--- src/rtl/regfile_wb_arbiter.sv ---
// rtl/regfile_wb_arbiter.sv - round-robin arbiter for the shared register-file write port
module regfile_wb_arbiter #(
    parameter int DW = 16,
    parameter int AW = 4,
    parameter int CW = 8
) (
    input  logic          clk,
    input  logic          rst,
    input  logic          alu_valid,
    input  logic [AW-1:0] alu_rd,
    input  logic [DW-1:0] alu_data,
    output logic          alu_ready,
    input  logic          mem_valid,
    input  logic [AW-1:0] mem_rd,
    input  logic [DW-1:0] mem_data,
    output logic          mem_ready,
    input  logic          stall,
    output logic          rf_we,
    output logic [AW-1:0] rf_rd,
    output logic [DW-1:0] rf_data,
    input  logic [AW-1:0] rs,
    input  logic [AW-1:0] rt,
    output logic          fwd_a,
    output logic          fwd_b,
    output logic [CW-1:0] conflict_cnt
);

    typedef enum logic {
        PRIO_ALU = 1'b0,
        PRIO_MEM = 1'b1
    } prio_t;

    prio_t prio_q;
    prio_t prio_d;
    logic  alu_grant;
    logic  mem_grant;
    logic  any_grant;
    logic  conflict;

    // Grant decision: depends only on valids, priority pointer, stall and reset
    always_comb begin
        alu_grant = 1'b0;
        mem_grant = 1'b0;
        if (!rst && !stall) begin
            if (alu_valid && (!mem_valid || prio_q == PRIO_ALU)) begin
                alu_grant = 1'b1;
            end else if (mem_valid) begin
                mem_grant = 1'b1;
            end
        end
    end

    assign alu_ready = alu_grant;
    assign mem_ready = mem_grant;
    assign any_grant = alu_grant | mem_grant;
    assign conflict  = alu_valid & mem_valid & ~stall;

    // Next priority: the side that just lost (or did not ask) goes first next time
    always_comb begin
        prio_d = prio_q;
        if (alu_grant) begin
            prio_d = PRIO_MEM;
        end else if (mem_grant) begin
            prio_d = PRIO_ALU;
        end
    end

    // Priority pointer register
    always_ff @(posedge clk) begin
        if (rst) begin
            prio_q <= PRIO_ALU;
        end else begin
            prio_q <= prio_d;
        end
    end

    // Output stage: advances when not stalled, a held write is dropped by reset
    always_ff @(posedge clk) begin
        if (rst) begin
            rf_we   <= 1'b0;
            rf_rd   <= '0;
            rf_data <= '0;
        end else if (!stall) begin
            rf_we <= any_grant;
            if (alu_grant) begin
                rf_rd   <= alu_rd;
                rf_data <= alu_data;
            end else if (mem_grant) begin
                rf_rd   <= mem_rd;
                rf_data <= mem_data;
            end
        end
    end

    // Saturating count of unstalled cycles with both requesters valid
    always_ff @(posedge clk) begin
        if (rst) begin
            conflict_cnt <= '0;
        end else if (conflict && conflict_cnt != {CW{1'b1}}) begin
            conflict_cnt <= conflict_cnt + {{(CW-1){1'b0}}, 1'b1};
        end
    end

    // Bypass flags for decode: hit on the write currently in the output register
    assign fwd_a = rf_we && (rf_rd == rs);
    assign fwd_b = rf_we && (rf_rd == rt);

endmodule

--- config.mk ---
export PLATFORM = sky130hd
export DESIGN_NAME = regfile_wb_arbiter
export DESIGN_NICKNAME = d
export VERILOG_FILES = /design/src/rtl/regfile_wb_arbiter.sv
export SDC_FILE = /design/constraint.sdc
export NUM_CORES = 1
export LEC_CHECK = 0
export BUFFER_PORTS_ARGS = -buffer_cell sky130_fd_sc_hd__buf_2
export CAP_MARGIN = 15
export CORE_ASPECT_RATIO = 2
export CORE_MARGIN = 4
export CORE_UTILIZATION = 35
export DETAILED_ROUTE_END_ITERATION = 10
export PLACE_DENSITY = 0.74
export SETUP_SLACK_MARGIN = 0.15
export SLEW_MARGIN = 20
export SYNTH_ARGS = -nofsm -noshare
export SYNTH_HDL_FRONTEND = slang
export SYNTH_SLANG_ARGS = --single-unit
--- constraint.sdc ---
create_clock -name clk -period 1.5 [get_ports clk]
set_clock_uncertainty 0.05 [all_clocks]
set_input_delay 0.3 -clock clk [delete_from_list [all_inputs] [get_ports clk]]
set_output_delay 0.3 -clock clk [all_outputs]
set_load 0.02 [all_outputs]
==> metrics.txt <==
# TYPE chip_impl_metric gauge
chip_impl_metric{name="synth-seq-area-share",unit="%"} 41.4
chip_impl_metric{name="worst_setup_hold_path_clk_slew",unit="ps"} 60
chip_impl_metric{name="synthesis.area_per_instance",unit="µm²"} 9.12
chip_impl_info{name="worst_hold_path.endpoint",value="rf_data[9]"} 1
chip_impl_metric{name="insertedDiodeCount",unit=""} 0
chip_impl_metric{name="num_io_pins",unit=""} 86
chip_impl_metric{name="cap_violations",unit=""} 0
chip_impl_metric{name="floorplan.core_area",unit="mm²"} 0.00392
chip_impl_metric{name="rr_worst_depth",unit=""} 6
chip_impl_metric{name="number_of_global_route_vias_before_repair",unit=""} 1568
chip_impl_info{name="violations",value="setup timing"} 1
chip_impl_metric{name="die_area",unit="mm²"} 0.00530
chip_impl_metric{name="grt_start_max_net_pins",unit=""} 31
chip_impl_info{name="synthDominantAreaCellType",value="dfxtp_1"} 1
chip_impl_metric{name="die_x",unit="µm"} 53.5
chip_impl_metric{name="clock_path_buffers",unit=""} 2
chip_impl_metric{name="synth.ff_latch_count",unit=""} 30
chip_impl_info{name="path_delay_family",value="flip-flops"} 1
chip_impl_metric{name="p_leak",unit="nW"} 1.03
chip_impl_metric{name="row_count",unit=""} 32
chip_impl_metric{name="post_synth_num_cell_types",unit=""} 28
chip_impl_metric{name="drt_wl_total",unit="mm"} 4.32
chip_impl_metric{name="detailedPlacementHpwl",unit="mm"} 3.23
chip_impl_metric{name="required_time_at_the_endpoint_of_the_critical_path",unit="ps"} 1150
chip_impl_metric{name="htree_levels",unit=""} 2
chip_impl_metric{name="quantity_of_hold_fixing_buffers_added_after_cts",unit=""} 0
chip_impl_metric{name="critical_path_cell_count",unit=""} 3
chip_impl_metric{name="worstMarginPinSlew",unit="ps"} 327
chip_impl_metric{name="floorplan.initialDensity",unit="%"} 37.0
chip_impl_metric{name="critical_path.n_buffers_inverters",unit=""} 1
chip_impl_metric{name="grt_antenna_before_repair",unit=""} 0
chip_impl_metric{name="gpl.final_weighted_congestion",unit=""} 0.772
chip_impl_metric{name="finalHoldViolCount",unit=""} 0
chip_impl_metric{name="final_core_utilization",unit="%"} 58.1
chip_impl_info{name="worstReg2RegEnd",value="conflict_cnt[1]"} 1
chip_impl_metric{name="synthesis.area",unit="mm²"} 0.00145
chip_impl_metric{name="finalMaxSlewViolations",unit=""} 0
chip_impl_metric{name="synthToLayoutAreaGrowth",unit="%"} 57.1
chip_impl_metric{name="drc",unit=""} 0
chip_impl_metric{name="tritoncts.num_buffers",unit=""} 5
chip_impl_metric{name="timing.critical_path.arrival",unit="ps"} 1240
chip_impl_info{name="critical_path.cell_chain",value="xor2_1 > nor4_4 > buf_4"} 1
chip_impl_info{name="crit_path_top_delay_cell",value="dfxtp_2"} 1
chip_impl_metric{name="reg2reg_slack",unit="ps"} 30
chip_impl_metric{name="syn-num-nets",unit=""} 213
chip_impl_info{name="r2r_start",value="conflict_cnt[1]"} 1
chip_impl_metric{name="numPlacedInstances",unit=""} 297
chip_impl_info{name="clockRootBuffer",value="clkbuf_8"} 1
chip_impl_info{name="hold_path_startpoint",value="alu_data[9]"} 1
chip_impl_metric{name="count_of_tritonroute_iterations_in_the_first_routing_pass",unit=""} 4
chip_impl_info{name="critical_path.startpoint_type",value="register"} 1
chip_impl_metric{name="final.hold.worst_slack",unit="ps"} 254
chip_impl_metric{name="layout.cells.non_filler",unit=""} 307
chip_impl_metric{name="vias",unit=""} 1526
chip_impl_metric{name="ir_drop",unit="mV"} 0.725
chip_impl_metric{name="globalRouteTotalUtil",unit="%"} 17.3
chip_impl_metric{name="detailedRoute.firstIterationViolations",unit=""} 25
chip_impl_info{name="status",value="complete, but fails checks"} 1
chip_impl_metric{name="die_y",unit="µm"} 99.0
chip_impl_info{name="netlist_top_cells_area",value="dfxtp_1 41%, mux2i_1 15%, a211oi_1 10%, nor2_1 7.2%, xor2_1 4.8%"} 1
chip_impl_metric{name="cp_max_fo",unit=""} 4
chip_impl_metric{name="max_freq",unit="MHz"} 629
chip_impl_metric{name="timing.max_slew.rel_slack",unit="%"} 78.2
chip_impl_metric{name="vias_per_cell",unit=""} 4.97
chip_impl_metric{name="post-layout-total-power",unit="W"} 0.00193
chip_impl_metric{name="timing.final.ws_setup",unit="ps"} -88.6
chip_impl_metric{name="final_layout_size_suffix_gt1_share",unit="%"} 53.5
chip_impl_metric{name="netlist_instances",unit=""} 159
chip_impl_metric{name="count_of_buffers_inserted_at_the_top_level_ports",unit=""} 85
chip_impl_metric{name="timing.final.setup_violations",unit=""} 2
chip_impl_metric{name="finalCriticalPeriod",unit="ps"} 1590
chip_impl_metric{name="max_stage_delay",unit="ps"} 340
chip_impl_metric{name="power_density",unit="mW/mm²"} 847
chip_impl_info{name="min-delay-path-class",value="in2reg"} 1
chip_impl_metric{name="global_route_wire_length_before_repair",unit="mm"} 6.86
chip_impl_metric{name="cts.sinks",unit=""} 30
chip_impl_metric{name="ant_nets",unit=""} 0
chip_impl_info{name="crit_path_end_kind",value="output pin"} 1
chip_impl_metric{name="hold_path_depth",unit=""} 3
chip_impl_info{name="rsz0062_at_grt",value="yes"} 1
chip_impl_metric{name="detailedPlace.worstSlack",unit="ps"} 34.2
chip_impl_metric{name="worstSkewPairLatency",unit="ps"} 280
chip_impl_metric{name="fin_nets",unit=""} 309
chip_impl_metric{name="wl_per_cell",unit="µm"} 14.1
chip_impl_metric{name="timing.final.crit_share",unit="%"} 106
chip_impl_metric{name="grt_overflow_total",unit=""} 0
chip_impl_info{name="crit_type",value="reg2out"} 1
chip_impl_metric{name="synth.top_cell.area_share",unit="%"} 41.4
chip_impl_info{name="cts_tree",value="done"} 1
chip_impl_metric{name="synth-warning-count",unit=""} 0
metrics by stage:
step | instance area (µm²) | TNS [ps]
finish | 2280 | -174
global placement | 2050 | 0
detailed placement | 2050 | 0
floorplan | 1510 | 0
CTS | 2190 | -204
global route | 2280 | -365
state kept, by name, indices dropped and copies added (netlist names):
signal,cells
rf_we,1
rf_rd,4
prio_q,1
rf_data,16
conflict_cnt,8
Yosys cell counts:
master / number
a211oi_1: 20
a21oi_1: 6
and3b_2: 1
buf_1: 1
buf_2: 1
buf_4: 2
clkbuf_1: 6
dfxtp_1: 30
ha_1: 1
inv_1: 2
mux2i_1: 22
nand2_1: 6
nand2b_1: 2
nand3_1: 3
nand3_2: 1
nand4_1: 2
nor2_1: 28
nor2b_1: 1
nor3b_1: 1
nor4_1: 2
o211ai_1: 1
o21ai_0: 3
o21ai_4: 1
o31ai_1: 2
or3_1: 2
or4_1: 2
xnor2_1: 2
xor2_1: 8
metal layers:
metal	global-route usage, %	wire length (µm)	share of wire, %
met2	32.5	2520	58
met5	0	0	0
met1	16.9	1460	34
met3	3.48	230	5.3
met4	7.68	112	2.6
power by group:
| part | switching [W] | internal (W) | leakage, nW |
|---|---|---|---|
| sequential | 0.0000320 | 0.000842 | 0.251 |
| combinational | 0.000213 | 0.000179 | 0.732 |
| clock | 0.000295 | 0.000369 | 0.0482 |
layout make-up:
class / instances / area [µm²]
tap: 51 / 63.8
fill: 385 / 1650
inverter: 2 / 7.51
timing repair buffer: 99 / 576
multi-input combinational: 117 / 918
clock buffer: 7 / 86.3
clock inverter: 1 / 5.00
sequential: 30 / 622
kinds of logic after synthesis:
family	share of synthesized area, %
and+or+nand+nor	16.7
AOI/OAI and AO/OA	16.1
DFF	41.4
muxes	15.2
buffers and inverters	3.71
xor gates and xnor gates	6.04
adders and majority gates	0.863
worst reg2reg max path, stage by stage, from the launching register on:
cell and delay, ps:
dfxtp_4 360, ha_4 130, nand4_1 160, o21ai_4 280, buf_6 150, mux2i_1 170, nor2_1 50
how the worst max path moves through the flow:
stage / slack (ps) / from / endpoint
after global placement: 50 / rt[1] / fwd_b
after CTS: -100 / rf_rd[2] / fwd_a
after detailed placement: 30 / conflict_cnt[1] / conflict_cnt[1]
after floorplan: 100 / conflict_cnt[1] / conflict_cnt[7]
after global routing: -160 / rf_rd[2] / fwd_a
final: -90 / rf_rd[2] / fwd_b
placed cells by master, fill, tap and decap left out, types with 2 or more instances in the layout:
master / instances
nand2b_1: 2
xor2_1: 7
a21oi_1: 4
mux2i_1: 22
inv_2: 2
dfxtp_2: 5
buf_2: 81
nand3_2: 2
nand2_1: 4
dfxtp_1: 21
buf_4: 11
nor2_1: 27
nor4_4: 2
nand2_2: 2
o31ai_1: 2
a211oi_1: 20
o21ai_0: 2
dfxtp_4: 4
or3_1: 2
nand3_4: 2
buf_6: 6
a21oi_2: 2
clkbuf_8: 6
nand4_1: 2
repair_timing:
action                     4_1_cts  5_1_grt
setup endpoints to repair       10       11
gates resized for setup         14       20
pin swaps                        6        8
setup buffers                    0        2
Note: power is estimated with default switching activity, not from simulation.
